$ cat src/rtl/imem_loader.sv
// imem_loader: assembles a big-endian byte stream into 32-bit words and writes
//   them to the instruction memory at byte addresses 0, 4, 8, ...
// Latency: word k is written the cycle after its 4th byte is accepted; done the
//   cycle after the last write. Throughput is at most 4 bytes per 5 cycles.
// Backpressure: byte_ready is high only in RECV; it drops for the WRITE cycle.
// Ports:
//   clk, reset (async, active-low)
//   start, num_words    : load request and length in words
//   byte_in, byte_valid, byte_ready : byte stream handshake
//   wr_en, wr_addr, wr_data         : instruction memory write port
//   cpu_hold, busy, done, error, checksum : status to the pipeline / host
module imem_loader #(
  parameter int ADDR_W    = 8,
  parameter int MAX_WORDS = 256
) (
  input  logic              clk,
  input  logic              reset,
  input  logic              start,
  input  logic [ADDR_W:0]   num_words,
  input  logic [7:0]        byte_in,
  input  logic              byte_valid,
  output logic              byte_ready,
  output logic              wr_en,
  output logic [31:0]       wr_addr,
  output logic [31:0]       wr_data,
  output logic              cpu_hold,
  output logic              busy,
  output logic              done,
  output logic              error,
  output logic [7:0]        checksum
);

  typedef enum logic [1:0] {
    S_IDLE  = 2'd0,
    S_RECV  = 2'd1,
    S_WRITE = 2'd2,
    S_DONE  = 2'd3
  } state_t;

  state_t              r_state;
  state_t              w_next;

  logic [ADDR_W:0]     r_num_words;
  logic [ADDR_W-1:0]   r_word_idx;
  logic [1:0]          r_byte_idx;
  // Only the first three bytes of a word are stored; the fourth goes straight
  // into the write data register.
  logic [23:0]         r_shift;
  logic [7:0]          r_checksum;
  logic                r_error;
  logic [31:0]         r_wr_addr;
  logic [31:0]         r_wr_data;

  logic                w_len_ok;
  logic                w_start_ok;
  logic                w_start_bad;
  logic                w_accept;
  logic                w_last_byte;
  logic                w_last_word;

  assign w_len_ok    = (num_words != '0) &&
                       (num_words <= (ADDR_W+1)'(MAX_WORDS));
  assign w_start_ok  = (r_state == S_IDLE) && start && w_len_ok;
  assign w_start_bad = (r_state == S_IDLE) && start && !w_len_ok;
  assign w_accept    = byte_valid && byte_ready;
  assign w_last_byte = w_accept && (r_byte_idx == 2'd3);
  assign w_last_word = ({1'b0, r_word_idx} == (r_num_words - (ADDR_W+1)'(1)));

  // State register
  always_ff @(posedge clk or negedge reset) begin
    if (!reset) begin
      r_state <= S_IDLE;
    end else begin
      r_state <= w_next;
    end
  end

  // Next-state logic
  always_comb begin
    w_next = r_state;
    case (r_state)
      S_IDLE:  if (w_start_ok)  w_next = S_RECV;
      S_RECV:  if (w_last_byte) w_next = S_WRITE;
      S_WRITE: w_next = w_last_word ? S_DONE : S_RECV;
      S_DONE:  w_next = S_IDLE;
      default: w_next = S_IDLE;
    endcase
  end

  // Output logic; the pipeline is held in every non-idle state, so cpu_hold
  // drops exactly on the DONE -> IDLE transition.
  always_comb begin
    byte_ready = 1'b0;
    wr_en      = 1'b0;
    done       = 1'b0;
    busy       = 1'b0;
    cpu_hold   = 1'b0;
    case (r_state)
      S_RECV: begin
        byte_ready = 1'b1;
        busy       = 1'b1;
        cpu_hold   = 1'b1;
      end
      S_WRITE: begin
        wr_en    = 1'b1;
        busy     = 1'b1;
        cpu_hold = 1'b1;
      end
      S_DONE: begin
        done     = 1'b1;
        busy     = 1'b1;
        cpu_hold = 1'b1;
      end
      default: ;
    endcase
  end

  // Datapath: counters, byte assembly, checksum and error flag
  always_ff @(posedge clk or negedge reset) begin
    if (!reset) begin
      r_num_words <= '0;
      r_word_idx  <= '0;
      r_byte_idx  <= '0;
      r_shift     <= '0;
      r_checksum  <= '0;
      r_error     <= 1'b0;
      r_wr_addr   <= '0;
      r_wr_data   <= '0;
    end else begin
      if (w_start_ok) begin
        r_num_words <= num_words;
        r_word_idx  <= '0;
        r_byte_idx  <= '0;
        r_checksum  <= '0;
        r_error     <= 1'b0;
      end else if (w_start_bad) begin
        r_error <= 1'b1;
      end

      if (w_accept) begin
        r_shift    <= {r_shift[15:0], byte_in};
        r_checksum <= r_checksum + byte_in;
        r_byte_idx <= r_byte_idx + 2'd1;   // wraps to 0 after the 4th byte
      end

      // Capture the write port one cycle early so it is valid during WRITE
      // and holds its value afterwards.
      if (w_last_byte) begin
        r_wr_data <= {r_shift, byte_in};
        r_wr_addr <= {{(30-ADDR_W){1'b0}}, r_word_idx, 2'b00};
      end

      if ((r_state == S_WRITE) && !w_last_word) begin
        r_word_idx <= r_word_idx + 1'b1;
        r_byte_idx <= '0;
      end
    end
  end

  assign wr_addr  = r_wr_addr;
  assign wr_data  = r_wr_data;
  assign error    = r_error;
  assign checksum = r_checksum;

endmodule

$ cat config.mk
export PLATFORM = sky130hd
export DESIGN_NAME = imem_loader
export DESIGN_NICKNAME = d
export VERILOG_FILES = /design/src/rtl/imem_loader.sv
export SDC_FILE = /design/constraint.sdc
export NUM_CORES = 1
export LEC_CHECK = 0
export ABC_AREA = 1
export CAP_MARGIN = 10
export CORE_UTILIZATION = 61
export CTS_BUF_LIST = sky130_fd_sc_hd__clkbuf_4
export DETAILED_ROUTE_END_ITERATION = 7
export DONT_BUFFER_PORTS = 1
export PLACE_DENSITY = 0.8
export SLEW_MARGIN = 20
export SYNTH_ARGS = -nofsm -noshare
export SYNTH_HDL_FRONTEND = slang
export SYNTH_SLANG_ARGS = --single-unit
$ cat constraint.sdc
create_clock -name clk -period 4.38 [get_ports clk]
set_clock_uncertainty 0.05 [all_clocks]
set_input_delay 0.438 -clock clk [delete_from_list [all_inputs] [get_ports clk]]
set_output_delay 0.438 -clock clk [all_outputs]
set_load 0.05 [all_outputs]
==> results of run 1 <==
==> cell type report <==
type | instances | area share (%)
clock buffers | 10 | 1.603
repair buffers | 2 | 0.8017
clock inverters | 6 | 1.470
multi-input cells | 347 | 38.46
flip-flops and latches | 94 | 50.24
inverters | 59 | 4.784
well taps | 99 | 2.646
==> power by group <==
| part | switching [W] | internal [W] |
|---|---|---|
| Sequential | 0.000827 | 0.00117 |
| Combinational | 0.000666 | 0.000355 |
| Clock | 0.000302 | 0.000186 |
==> metal layers <==
metal	global-route usage, %	vias to the layer above	part of all wire, %
met5	0	-	0
li1	-	1602	-
met2	34.69	103	45
met3	6.810	14	7.2
met1	32.77	1525	47
met4	8.798	0	1.5
==> worst min path at each step <==
stage               cells after the start    startpoint                    endpoint
global placement                        0         reset     wr_data[25]$_DFFE_PN0P_
finish                                  2  num_words[4]  r_num_words[4]$_DFFE_PN0P_
CTS                                     2  num_words[4]  r_num_words[4]$_DFFE_PN0P_
floorplan                               0         reset     checksum[0]$_DFFE_PN0P_
global route                            2  num_words[4]  r_num_words[4]$_DFFE_PN0P_
detailed placement                      0         reset     wr_data[20]$_DFFE_PN0P_
==> cells in the final DEF, fill, tap and decap left out, types with 2 or more instances in the layout <==
cell type  count
nand2_1      136
dfrtp_1       94
o21ai_0       73
inv_1         49
nor2_1        24
nand3_1       24
conb_1        24
ha_1          10
clkbuf_4      10
inv_2          8
a21oi_1        8
nand4_1        7
xor2_1         6
mux2_4         6
nor2_2         5
nand2_4        4
xnor2_1        3
mux2_2         3
inv_6          3
clkinv_1       2
or2_2          2
a22o_1         2
==> registers in the layout, indices dropped and copies added, names as in the netlist <==
name	cells
r_state	2
r_num_words	9
checksum	8
wr_addr	8
wr_data	32
r_shift	24
r_byte_idx	2
error	1
r_word_idx	8
==> metrics by stage <==
stage	power [W]	hold slack (ns)	instance area [um2]	cells	setup slack, ns
floorplan	0.002825	0.09241	4624	539	2.325
global placement	0.002960	0.09465	4501	599	2.010
detailed placement	0.003023	0.09407	4501	599	1.953
CTS	0.003523	0.06603	4682	617	1.922
global route	0.003753	0.05725	4682	617	1.714
finish	0.003509	0.08189	4682	617	1.927
==> worst reg2reg max path, stage by stage (launching register included) <==
cell and delay, ns:
dfrtp_1 0.46, nor2_4 0.37, nand2_4 0.37, inv_4 0.24, nand2_4 0.38, mux2_4 0.47
==> cells in the mapped netlist (all sizes together) <==
cell / number
a21boi: 1
a21oi: 8
a22o: 2
a22oi: 1
buf: 28
clkbuf: 11
clkinv: 1
conb: 1
dfrtp: 94
fa: 1
ha: 10
inv: 58
mux2: 9
nand2: 141
nand3: 26
nand4: 7
nor2: 30
nor3: 1
o211ai: 1
o21ai: 74
or2: 2
xnor2: 3
xor2: 6
==> cells by family (layout without fill, tap and decap cells) <==
group	after synthesis	after routing
XOR/XNOR	9	9
AO/OA/AOI/OAI	87	87
adder cells (fa/ha/maj)	11	11
AND/OR/NAND/NOR	207	207
multiplexers	9	9
other	1	24
buffers and inverters	98	77
flip-flops	94	94
==> what timing repair did <==
item	4_1_cts	5_1_grt
setup endpoints to repair	0	0
endpoints found under the hold margin	94	0
hold buffers	2	0
resized for setup	0	0
==> impl_metrics.yaml, run 1 <==
worst_setup_path:
  crit_path_end_kind: "register"
  cpMostUsedCell: "nand2_4"
  path_cells: "nor2_4 -> nand2_4 -> inv_4 -> nand2_4 -> mux2_4"
  crit_arrival_ns: 2.72
  crit_start: "r_state[1]$_DFFE_PN0P_"
  r2r_start: "r_state[1]$_DFFE_PN0P_"
  critPathLaunchType: "register"
  crit_buf_inv: 1
  worst-path-max-fanout: 73
  crit_required_ns: 4.64
  cp_top_family: "simple AND/OR/NAND/NOR gates"
  reg2reg_slack_ns: 1.93
  path_class: "register to register"
  slowest_stage: "dfrtp_1"
  cpPeakStageDelay_ns: 0.46
  cp-endpoint: "wr_data[29]$_DFFE_PN0P_"
  r2r-end: "wr_data[29]$_DFFE_PN0P_"
  reg2reg_depth: 5
  cp.depth: 5
timing:
  drv_slew: 0
  finalSetupViolCount: 0
  fmax_mhz: 407.6
  slew-limit-headroom_pct: 29.68
  min_period_ns: 2.453
  rsz0062_at_grt: "no"
  setup_tns_ns: 0
  hold_violations: 0
  worstMarginPinSlew_ns: 1.054
  fin_crit_sh_pct: 56.02
grt:
  grt_pass1_wl_um: 13970
  grt_max_degree: 95
  overflow: 0
  grt.total_usage_pct: 23.37
  grt_antenna_before_repair: 0
  grt_pass1_vias: 3027
outcome:
  outcome: "completed"
die:
  die-width_um: 88.25
  pin_count: 99
  core_area_um2: 7214
  design.die.area_um2: 7788
  die_h_um: 88.25
  rows: 31
  initial_utilization_pct: 62.90
clocking:
  ctsHtreeMaxLevel: 3
  clkTransAtPathRegs_ns: 0.14
  cts_sinks: 94
  post-cts-setup-buffer-count: 0
  cts.path.max_buffers: 2
  cts_made_buffers: 9
  cts_tree: "built"
  root_buffer: "clkbuf_4"
  clock_latency_ns: 0.44
layout:
  antenna_cells: 0
  nNetsFinal: 545
  n_fill_cell: 627
  synthToLayoutAreaGrowth_pct: 3.171
  seqCellArea_um2: 2352
  multi_input_area_um2: 1800
  utilization_pct: 64.90
  final_layout_size_suffix_gt1_share_pct: 9.846
pwr:
  peakVddDrop_uv: 521.3
  p_leak_nw: 2.420
  power_density_nw_per_um2: 749.4
synthesis:
  synth.distinct_cells: 35
  yosys.area_share.simple_pct: 19.96
  synth_top_area_share_pct: 51.83
  synth_top_family_by_area: "simple AND/OR/NAND/NOR gates"
  ys_seq_area_share_pct: 51.83
  syn-cell-area_um2: 4538
  synth_compound_area_share_pct: 10.01
  yosys.area.top_type: "dfrtp_1"
  synth-xor-area-share_pct: 1.737
  synth_fa_ha_area_share_pct: 3.198
  synth_mux_area_share_pct: 2.730
  synthTopCellsByArea: "dfrtp_1 (52%), nand2_1 (11%), o21ai_0 (8.1%)"
  avgSynthCellArea_um2: 8.795
  synth_seq_cells: 94
  netlist_instances: 516
  yosysWarnings: 0
drt:
  viasPerCell: 5.258
  drc: 0
  routedWlPerCell_um: 13.67
  ant_nets: 0
  wl_um: 8435
  drt_first_pass_iters: 6
  drtIter0Drc: 258
  vias: 3244
placed_design:
  place_congestion: 0.8698
  port_buffers: 0
  dp_hpwl_um: 5909
worst_hold_path:
  hold_class: "input port to register"
run:
  maxCapViolCount: 0
(Power assumes the default switching activity.)
==> inputs of run 2 (changes only) <==
clock period = 2.54 ns   (was 4.38 ns; I/O delays follow)
==> impl_metrics.yaml, run 2 (synthesis gave the netlist of run 1 again) <==
placed_design:
  port_buffers: 0
  placed_area_um2: 4538
  place_congestion: 0.8305
  dp_hpwl_um: 5988
timing:
  rsz0062_at_grt: "no"
  fmax_mhz: 496.7
  worstMarginPinSlew_ns: 0.6881
  drv_slew: 0
  slew-limit-headroom_pct: 54.13
  fin_crit_sh_pct: 79.26
  min_period_ns: 2.013
  setup_tns_ns: 0
  hold_violations: 0
  finalSetupViolCount: 0
drt:
  drt_first_pass_iters: 4
  wl_um: 8657
  viasPerCell: 5.156
  drtIter0Drc: 210
  drc: 0
  vias: 3295
  ant_nets: 0
  routedWlPerCell_um: 13.55
layout:
  antenna_cells: 0
  n_fill_cell: 611
  mostFrequentLayoutCells: "nand2_1 (136), dfrtp_1 (94), o21ai_0 (73)"
  final_layout_size_suffix_gt1_share_pct: 10.37
  synthToLayoutAreaGrowth_pct: 7.141
  final_common_cell: "nand2_1"
  nNetsFinal: 567
  largest_reg_flops: 32
  utilization_pct: 67.40
  stdcell_area_um2: 4862
worst_hold_path:
  hold_class: "input port to register"
worst_setup_path:
  slowest_stage: "dfrtp_1"
  path_cells: "fa_1 -> nand3_1 -> nand3_1 -> nand2_1 -> nand2_1 -> a21oi_1 -> xor2_1 -> o21ai_0"
  crit_arrival_ns: 2.28
  crit_path_end_kind: "register"
  cpPeakStageDelay_ns: 0.63
  cp_top_family: "flip-flops"
  crit_buf_inv: 0
  crit_required_ns: 2.80
  worst-path-max-fanout: 4
  path_class: "register to register"
  critPathLaunchType: "register"
clocking:
  cts_resized: 0
  cts_sinks: 94
  root_buffer: "clkbuf_4"
  cts_tree: "built"
  ctsHtreeMaxLevel: 3
  clock_latency_ns: 0.43
  cts_made_buffers: 9
  cts.path.max_buffers: 2
  clkTransAtPathRegs_ns: 0.15
die:
  core_area_um2: 7214
  die_h_um: 88.25
  rows: 31
  pin_count: 99
  design.die.area_um2: 7788
  initial_utilization_pct: 62.90
  die-width_um: 88.25
pwr:
  peakVddDrop_uv: 774.6
  power_density_nw_per_um2: 1230
  p_leak_nw: 2.492
grt:
  grt.total_usage_pct: 24.75
  grt_pass1_vias: 3300
  grt_max_degree: 95
  grt_pass1_wl_um: 14770
  overflow: 0
  grt_antenna_before_repair: 0
outcome:
  outcome: "completed"
run:
  maxCapViolCount: 0
run 2: cell count changes in the layout (fill, tap and decap cells not counted):
cell / previous run / this run
inv_6: 3 / 1
clkbuf_4: 10 / 9
clkinv_2: 0 / 1
bufinv_16: 1 / 0
clkinvlp_4: 0 / 3
dlygate4sd3_1: 1 / 18
buf_4: 0 / 5
run 2: timing repair:
action | 4_1_cts | 5_1_grt
setup buffers | 0 | 0
setup endpoints to repair | 0 | 0
hold buffers | 19 | 0
endpoints found under the hold margin | 119 | 0
run 2: power breakdown:
part	total, W	switching, W	leakage [nW]	internal, W
combinational	0.00186	0.00119	1.22	0.000669
clock	0.000707	0.000506	0.0560	0.000201
sequential	0.00341	0.00139	1.21	0.00202
run 2: path summary, 6_finish.rpt:
check / start / slack [ns] / endpoint / depth (start not counted)
setup / recovery: checksum[1]$_DFFE_PN0P_ / 0.53 / checksum[6]$_DFFE_PN0P_ / 8
hold / removal: byte_in[7] / 0.03 / checksum[7]$_DFFE_PN0P_ / 3
setup reg to reg: checksum[1]$_DFFE_PN0P_ / 0.53 / checksum[6]$_DFFE_PN0P_ / 8
hold reg to reg: r_shift[3]$_DFFE_PN0P_ / 0.45 / r_shift[3]$_DFFE_PN0P_ / 2
max in group asynchronous: reset / 1.75 / wr_data[22]$_DFFE_PN0P_ / 2
min in group asynchronous: reset / 0.31 / wr_data[25]$_DFFE_PN0P_ / 2
run 2: routing by layer:
metal  wire, um  share of wire (%)  vias up  track usage [%]
met5          0                  0        -                0
met1       3787                 44     1545            33.31
li1           -                  -     1638                -
met3        594                6.9        6            6.157
met2       4189                 48      106            38.60
met4         86               0.99        0            10.26
run 2: layout make-up:
| class | instances | area, um2 | share of cell area, % |
|---|---|---|---|
| Inverter | 59 | 224.0 | 4.606 |
| Timing Repair Buffer | 24 | 245.2 | 5.044 |
| Sequential cell | 94 | 2352 | 48.38 |
| Tap cell | 99 | 123.9 | 2.548 |
| Clock buffer | 9 | 67.56 | 1.390 |
| Multi-Input combinational cell | 347 | 1800 | 37.03 |
| Clock inverter | 7 | 48.80 | 1.004 |
run 2: through the flow:
step | hold slack (ns) | cells | setup WS (ns) | total power (W)
2_1_floorplan | -0.09159 | 539 | 0.4847 | 0.004871
3_3_place_gp | -0.08948 | 604 | 0.5729 | 0.005155
3_5_place_dp | -0.08986 | 604 | 0.5403 | 0.005268
4_1_cts | 0.003396 | 639 | 0.5228 | 0.006026
5_1_grt | 0.01846 | 639 | 0.3033 | 0.006445
6_report | 0.02862 | 639 | 0.5268 | 0.005979
run 2: tightest hold or removal path, cell delays in order:
cell	delay, ns
xor2_1	0.05
nor2_1	0.09
o21ai_0	0.08
